[src/rtl/arbitro_memoria_pkg.sv]
// arbitro_memoria_pkg: shared state encodings and defaults for the memory arbiter
package arbitro_memoria_pkg;
    typedef enum logic [1:0] {
        IDLE    = 2'b00,
        GRANT_0 = 2'b01,
        GRANT_1 = 2'b10
    } estado_t;
    localparam int MAX_CICLOS_DEF = 16;
    localparam int CONT_WIDTH_DEF = 5;
endpackage

[src/rtl/arbitro_memoria_contador_timeout.sv]
// contador_timeout: clear/increment/saturate hold counter with terminal-count flag
module contador_timeout #(
    parameter int MAX_CICLOS = 16,
    parameter int CONT_WIDTH = 5
) (
    input  logic                  clk,
    input  logic                  reset,
    input  logic                  i_clr,
    input  logic                  i_inc,
    output logic [CONT_WIDTH-1:0] o_cont,
    output logic                  o_tc
);
    logic [CONT_WIDTH-1:0] r_cont;
    // Clear on reset or state entry, otherwise count grant cycles without wrapping
    always_ff @(posedge clk) begin
        if (reset || i_clr)
            r_cont <= '0;
        else if (i_inc && r_cont != '1)
            r_cont <= r_cont + 1'b1;
    end
    assign o_cont = r_cont;
    assign o_tc   = (r_cont == CONT_WIDTH'(MAX_CICLOS - 1));
endmodule

[src/rtl/arbitro_memoria.sv]
// arbitro_memoria: two-requester arbiter for the shared 32-bit memory path with hold timeout
module arbitro_memoria
    import arbitro_memoria_pkg::*;
#(
    parameter int MAX_CICLOS = MAX_CICLOS_DEF,
    parameter int CONT_WIDTH = CONT_WIDTH_DEF
) (
    input  logic clk,
    input  logic reset,
    input  logic req_0,
    input  logic req_1,
    input  logic fin_0,
    input  logic fin_1,
    output logic grant_0,
    output logic grant_1,
    output logic selectorMUX,
    output logic ocupado,
    output logic timeout_error
);
    estado_t               r_state;
    estado_t               w_next;
    logic                  r_ultimo;
    logic                  r_timeout;
    logic                  w_timeout;
    logic                  w_normal;
    logic                  w_tc;
    logic [CONT_WIDTH-1:0] w_cont;

    contador_timeout #(
        .MAX_CICLOS(MAX_CICLOS),
        .CONT_WIDTH(CONT_WIDTH)
    ) u_cont (
        .clk   (clk),
        .reset (reset),
        .i_clr (w_next != r_state),
        .i_inc (r_state != IDLE),
        .o_cont(w_cont),
        .o_tc  (w_tc)
    );

    // Next-state decision: round-robin from IDLE, release on fin/drop/timeout with direct handover
    always_comb begin
        w_next    = r_state;
        w_normal  = 1'b0;
        w_timeout = 1'b0;
        case (r_state)
            IDLE:
                w_next = (req_0 && req_1) ? (r_ultimo ? GRANT_0 : GRANT_1) :
                         req_0 ? GRANT_0 : req_1 ? GRANT_1 : IDLE;
            GRANT_0: begin
                w_normal  = fin_0 || !req_0;
                w_timeout = w_tc && !w_normal;
                if (w_normal || w_tc)
                    w_next = req_1 ? GRANT_1 : IDLE;
            end
            GRANT_1: begin
                w_normal  = fin_1 || !req_1;
                w_timeout = w_tc && !w_normal;
                if (w_normal || w_tc)
                    w_next = req_0 ? GRANT_0 : IDLE;
            end
            default:
                w_next = IDLE;
        endcase
    end

    // State, last-granted record and timeout pulse registers
    always_ff @(posedge clk) begin
        if (reset) begin
            r_state   <= IDLE;
            r_ultimo  <= 1'b1;
            r_timeout <= 1'b0;
        end else begin
            r_state   <= w_next;
            r_timeout <= w_timeout;
            if (w_next == GRANT_0)
                r_ultimo <= 1'b0;
            else if (w_next == GRANT_1)
                r_ultimo <= 1'b1;
        end
    end

    assign grant_0       = (r_state == GRANT_0);
    assign grant_1       = (r_state == GRANT_1);
    assign selectorMUX   = (r_state == GRANT_1);
    assign ocupado       = (r_state != IDLE);
    assign timeout_error = r_timeout;
endmodule

[config.mk]
export PLATFORM = sky130hd
export DESIGN_NAME = arbitro_memoria
export DESIGN_NICKNAME = d
export VERILOG_FILES = /design/src/rtl/arbitro_memoria_pkg.sv /design/src/rtl/arbitro_memoria_contador_timeout.sv /design/src/rtl/arbitro_memoria.sv
export SDC_FILE = /design/constraint.sdc
export NUM_CORES = 1
export LEC_CHECK = 0
export BUFFER_PORTS_ARGS = -buffer_cell sky130_fd_sc_hd__clkbuf_2
export CAP_MARGIN = 30
export CORE_AREA = 5 5 42 44
export CTS_CLUSTER_DIAMETER = 100
export CTS_CLUSTER_SIZE = 20
export DETAILED_ROUTE_END_ITERATION = 16
export DIE_AREA = 0 0 47 49
export PLACE_DENSITY = 0.67
export SYNTH_ARGS = -nofsm -noshare
export SYNTH_HDL_FRONTEND = slang
export SYNTH_HIERARCHICAL = 1
export SYNTH_SLANG_ARGS = --single-unit
[constraint.sdc]
create_clock -name clk -period 3 [get_ports clk]
set_clock_uncertainty 0.2 [all_clocks]
set_input_delay 0.6 -clock clk [delete_from_list [all_inputs] [get_ports clk]]
set_output_delay 0.6 -clock clk [all_outputs]
set_load 0.01 [all_outputs]
-- Yosys cells after proc, flatten, opt, wreduce, memory -nomap -nowiden
Cells that the tools add are included.
- output and inout port bits: 5
- logic and storage cells: 39
- bits in registers: 9
- input bits: 6
- mux-type cells: 11
- add/subtract/negate cells: 1
- eq/ne operators: 7
- reduce and logical (&&, ||, !) cells: 16
- operators by type and width (kind ; count):
    $mux 2 ; 6
    $pmux 2 s3 ; 1
    $add 5x1->5 const B ; 1
    $eq 5x4->1 const B ; 1
    $logic_or 1x1->1 ; 5
    $ne 5x5->1 const B ; 1
    $eq 2x1->1 const B ; 2
    $eq 2x2->1 const B ; 2
    $logic_and 1x1->1 ; 4
    $logic_not 1->1 ; 4
    $reduce_bool 2->1 ; 2
    $mux 1 ; 3
    $logic_not 2->1 ; 1
    $ne 2x2->1 ; 1
    $pmux 1 s2 ; 1

-- Depth between registers and ports, before layout
- word-level depth: 8
- gate-level depth with buffers: 11
- gate-level depth less buffers: 11

-- Cells and area by module
Netlist, hierarchy kept.
- modules (own cells, without submodules) (module ; area each (µm²) ; times used ; cells each ; seq. area each (µm²)):
    arbitro_memoria ; 352.8 ; 1 ; 45 ; 80.1
    contador_timeout ; 254.0 ; 1 ; 27 ; 100.1

-- Least setup slack after synthesis
No wires, ideal clock.
- kind: reg-to-reg
- start: register u_cont.r_cont[0] (netlist: u_cont/o_cont[0])
- end: register r_ultimo
- data required time: 2.683 ns
- setup slack: 0.760 ns
- library setup time: 0.117 ns
- data arrival time: 1.924 ns
- cell stages (with the launch flop): 11
- buffers on the path: 0
- clock period less this slack: 2.240 ns
- path through: dfxtp_1 -> ha_1 -> and3_1 -> ha_1 -> o21ai_0 -> a31oi_1 -> a21oi_1 -> or2_1 -> ha_1 -> mux2i_1 -> nand2b_1
- longest elaborated chain between the ends: 6
- elaborated cells on any way between the ends: 10
- those cells by class: 3 x eq/ne; 4 x mux; 3 x reduce/logical
- RTL lines (element ; RTL line ; RTL):
    start: declaration ; arbitro_memoria_contador_timeout.sv:13 ; logic [CONT_WIDTH-1:0] r_cont;
    start signal: assignment ; arbitro_memoria_contador_timeout.sv:19 ; r_cont <= r_cont + 1'b1;
    $eq 5x4->1 (*) ; arbitro_memoria_contador_timeout.sv:22 ; assign o_tc = (r_cont == CONT_WIDTH'(MAX_CICLOS - 1));
    via w_tc ; arbitro_memoria.sv:26 ; logic w_tc;
    $logic_or 1x1->1 (on tied branches) ; arbitro_memoria.sv:59, arbitro_memoria.sv:53 ;
    $mux 2 (on tied branches) ; arbitro_memoria.sv:59, arbitro_memoria.sv:53 ;
    $pmux 2 s3 (*) ; arbitro_memoria.sv:46 ; case (r_state)
    $eq 2x1->1 / $eq 2x2->1 (equally long branches) ; arbitro_memoria.sv:76, arbitro_memoria.sv:78 ;
    $mux 1 / $reduce_bool 2->1 (equally long branches) ; n/a ;
    end signal: assignment ; arbitro_memoria.sv:71 ; r_ultimo <= 1'b1;
    end signal: assignment ; arbitro_memoria.sv:77 ; r_ultimo <= 1'b0;
    end signal: assignment ; arbitro_memoria.sv:79 ; r_ultimo <= 1'b1;
    end: declaration ; arbitro_memoria.sv:22 ; logic r_ultimo;
The timed path passes the listed nets; every way through them passes the cells marked *.
A chain may end at the register's enable or synchronous reset.

-- Worst setup path after layout
Ends and elaborated chain as after synthesis.

==> flow_summary.json <==
{
  "clock_sinks": 9,
  "cts_root_buf": "clkbuf_4",
  "core_area_um2": 1401,
  "fin_setup_tns_ns": 0,
  "relSlewSlack_pct": 69.85,
  "drt-vias-per-instance": 5.257,
  "slew_violations": 0,
  "hold_viol_final": 0,
  "total_leakage_power_nw": 0.3046,
  "required_ns": 2.95,
  "cp_slowest_cell": "dfxtp_1",
  "timing.fmax_mhz": 409.9,
  "crit_path_start_kind": "flip-flop",
  "syn_nets": 86,
  "worst_slack_ns": 0.5607,
  "critical_path.cell_chain": "ha_1, and3_1, ha_1, o21ai_0, a31oi_1, a21oi_1, or2_1, ha_1, mux2i_1, nand2b_1",
  "fin_nets": 100,
  "detail_route.wl_per_cell_um": 11.33,
  "critPathTopFamily": "adder cells",
  "syn2layout_area_growth_pct": 14.64,
  "finalPower_mw": 0.3120,
  "antenna_found_initial": 0,
  "r2r-end": "r_ultimo$_SDFFE_PP1P_",
  "postCtsSetupRepairBufs": 0,
  "path_class": "flip-flop to flip-flop",
  "die_h_um": 49,
  "num_rows": 14,
  "rr_startpoint": "u_cont/o_cont[0]$_SDFFE_PP0P_",
  "die-area_um2": 2303,
  "post-route-period-util_pct": 81.31,
  "worstMarginPinSlew_ns": 0.4508,
  "synthCells": 72,
  "vias": 531,
  "grt_pass1_wl_mm": 1.959,
  "r2r_slack_ns": 0.56,
  "ys_ff_latch": 9,
  "start_util_pct": 43.30,
  "drt_first_pass_iters": 2,
  "stdcell_area_um2": 695.7,
  "hold-path-cell-count": 2,
  "grt_max_degree": 8,
  "io_pins": 11,
  "fin_util_pct": 49.64,
  "cts_resized": 0,
  "layout_min_cycle_time_ns": 2.439,
  "grt_overflow_total": 0,
  "cts_buffers": 3,
  "fillers": 149,
  "clockBufferDepth": 2,
  "drc": 0,
  "arrival_ns": 2.39,
  "cpPeakStageDelay_ns": 0.37,
  "postSynthAreaPerCell_um2": 8.428,
  "grt_util_all_layers_pct": 11.63,
  "routed_wl_mm": 1.144,
  "post-dp-hpwl_um": 935.1,
  "yosysWarningCount": 6,
  "synth_area_um2": 606.8,
  "synthArstFlopShare_pct": 0,
  "ctsHoldBuffers": 0,
  "first_iter_violations": 6,
  "ant_nets": 0,
  "path_buf_inv": 0,
  "diodes": 0,
  "ir_drop_mv": 0.2501,
  "drv_cap": 0,
  "rsz0062_at_grt": "false",
  "dp_slack_ns": 0.5900,
  "setup_viol": 0,
  "ys_types": 30,
  "h-tree-depth": 1,
  "clkSlewWorstSetupHoldPaths_ns": 0.06,
  "grt_pass1_vias": 502,
  "status": "completed",
  "drive_gt1_share_pct": 21.18,
  "insertion_delay_ns": 0.25,
  "numPortBuffers": 10,
  "hold_path_startpoint": "u_cont/o_cont[3]$_SDFFE_PP0P_",
  "multiInputGateArea_um2": 392.9,
  "synth_edf_count": 0,
  "cts_tree": "built",
  "end_kind": "flip-flop",
  "power.density_nw_per_um2": 448.5,
  "die_x_um": 47,
  "crit_path_frequent_cell": "ha_1",
  "regArea_um2": 180.2,
  "place.gp.congestion": 0.8629,
  "synth-seq-area-share_pct": 29.69,
  "reg2reg_depth": 10,
  "ys.flop_type": "dfxtp_1",
  "cp_max_fo": 4,
  "hold_path_class": "flip-flop to flip-flop",
  "hold_end": "u_cont/o_cont[3]$_SDFFE_PP0P_",
  "placed_cell_area_um2": 669.4
}
cell usage after synthesis (2+ instances only):
cell type / n / area share (%)
dfxtp_1: 9 / 30
nor2_1: 6 / 3.7
nand2_1: 4 / 2.5
or3_1: 3 / 3.1
o21ai_0: 3 / 2.5
ha_1: 8 / 16
nand2b_1: 2 / 2.1
inv_1: 7 / 4.3
a21oi_1: 5 / 4.1
nand3b_1: 3 / 3.7
nor3_1: 3 / 2.5
worst max path at each step:
stage,startpoint,endpoint,slack (ns),depth (start not counted)
3_5_place_dp,u_cont/o_cont[0]$_SDFFE_PP0P_,r_ultimo$_SDFFE_PP1P_,0.59,10
5_1_grt,u_cont/o_cont[0]$_SDFFE_PP0P_,r_ultimo$_SDFFE_PP1P_,0.34,10
4_1_cts,u_cont/o_cont[0]$_SDFFE_PP0P_,r_ultimo$_SDFFE_PP1P_,0.57,10
6_report,u_cont/o_cont[0]$_SDFFE_PP0P_,r_ultimo$_SDFFE_PP1P_,0.56,10
2_1_floorplan,u_cont/o_cont[0]$_SDFFE_PP0P_,r_ultimo$_SDFFE_PP1P_,0.76,10
3_3_place_gp,u_cont/o_cont[0]$_SDFFE_PP0P_,r_ultimo$_SDFFE_PP1P_,0.65,10
per-stage QoR:
step	hold WS, ns	instances
after global placement	0.2650	97
after CTS	0.2865	101
after floorplan	0.2520	72
final	0.2872	101
after detailed placement	0.2759	97
after global routing	0.3350	101
cells in the final DEF (no fill, tap or decap):
| master | instances |
|---|---|
| o31a_2 | 1 |
| or2_1 | 1 |
| and2b_2 | 1 |
| xor2_1 | 1 |
| nand3b_1 | 3 |
| a21oi_1 | 5 |
| mux2i_1 | 1 |
| nand2_1 | 4 |
| or2_2 | 1 |
| nor2b_1 | 1 |
| and3_1 | 1 |
| a22oi_1 | 1 |
| nor3_1 | 3 |
| nor3b_2 | 1 |
| o21bai_1 | 1 |
| clkbuf_1 | 1 |
| xnor2_1 | 1 |
| o32ai_1 | 1 |
| inv_1 | 7 |
| nand3_1 | 1 |
| nor2_1 | 6 |
| nand4_1 | 1 |
| nand2b_1 | 2 |
| clkbuf_4 | 3 |
| clkbuf_2 | 10 |
| a211oi_1 | 1 |
| o21ai_0 | 3 |
| nand2b_4 | 1 |
| dfxtp_1 | 9 |
| a31oi_1 | 1 |
| ha_1 | 8 |
| or3_1 | 3 |
registers in the layout, indices dropped and copies added (netlist names):
register / flops
r_ultimo: 1
timeout_error: 1
r_state: 2
u_cont/o_cont: 5
power breakdown:
part | leakage [nW] | total, mW | internal [mW] | switching [mW]
clock | 0.0150 | 0.0911 | 0.0511 | 0.0399
combinational | 0.216 | 0.0857 | 0.0388 | 0.0470
sequential | 0.0732 | 0.135 | 0.127 | 0.00818
per-layer routing:
layer  track usage, %  vias up  part of all wire [%]
li1                 -      273                     -
met1            13.22      247                    43
met2            17.65        9                    50
met3            4.797        2                   5.0
met4            6.452        0                   1.1
met5                0        -                     0
worst register-to-register path, delay by kind of cell, from the launching register on:
kind	cells	cell delay (ns)
AO/OA/AOI/OAI	3	0.40
adder cells (fa/ha/maj)	3	0.71
flip-flops	1	0.37
multiplexers	1	0.17
AND/OR/NAND/NOR	3	0.48
area by class of cell:
cell class              instances  area share [%]
clock buffers                   4           3.777
inverters                       7           3.777
multi-input cells              55           56.47
flip-flops and latches          9           25.90
well taps                      16           2.878
repair buffers                 10           7.194
cells by family (layout without fill, tap and decap cells):
logic type | Yosys count | after routing | share of synthesized area (%)
AO/OA/AOI/OAI | 14 | 14 | 14.43
XOR/XNOR | 2 | 2 | 2.887
adder cells (fa/ha/maj) | 8 | 8 | 16.50
buffers and inverters | 8 | 21 | 5.568
flip-flops | 9 | 9 | 29.69
multiplexers | 1 | 1 | 1.650
AND/OR/NAND/NOR | 30 | 30 | 29.28
(Power assumes the default switching activity.)
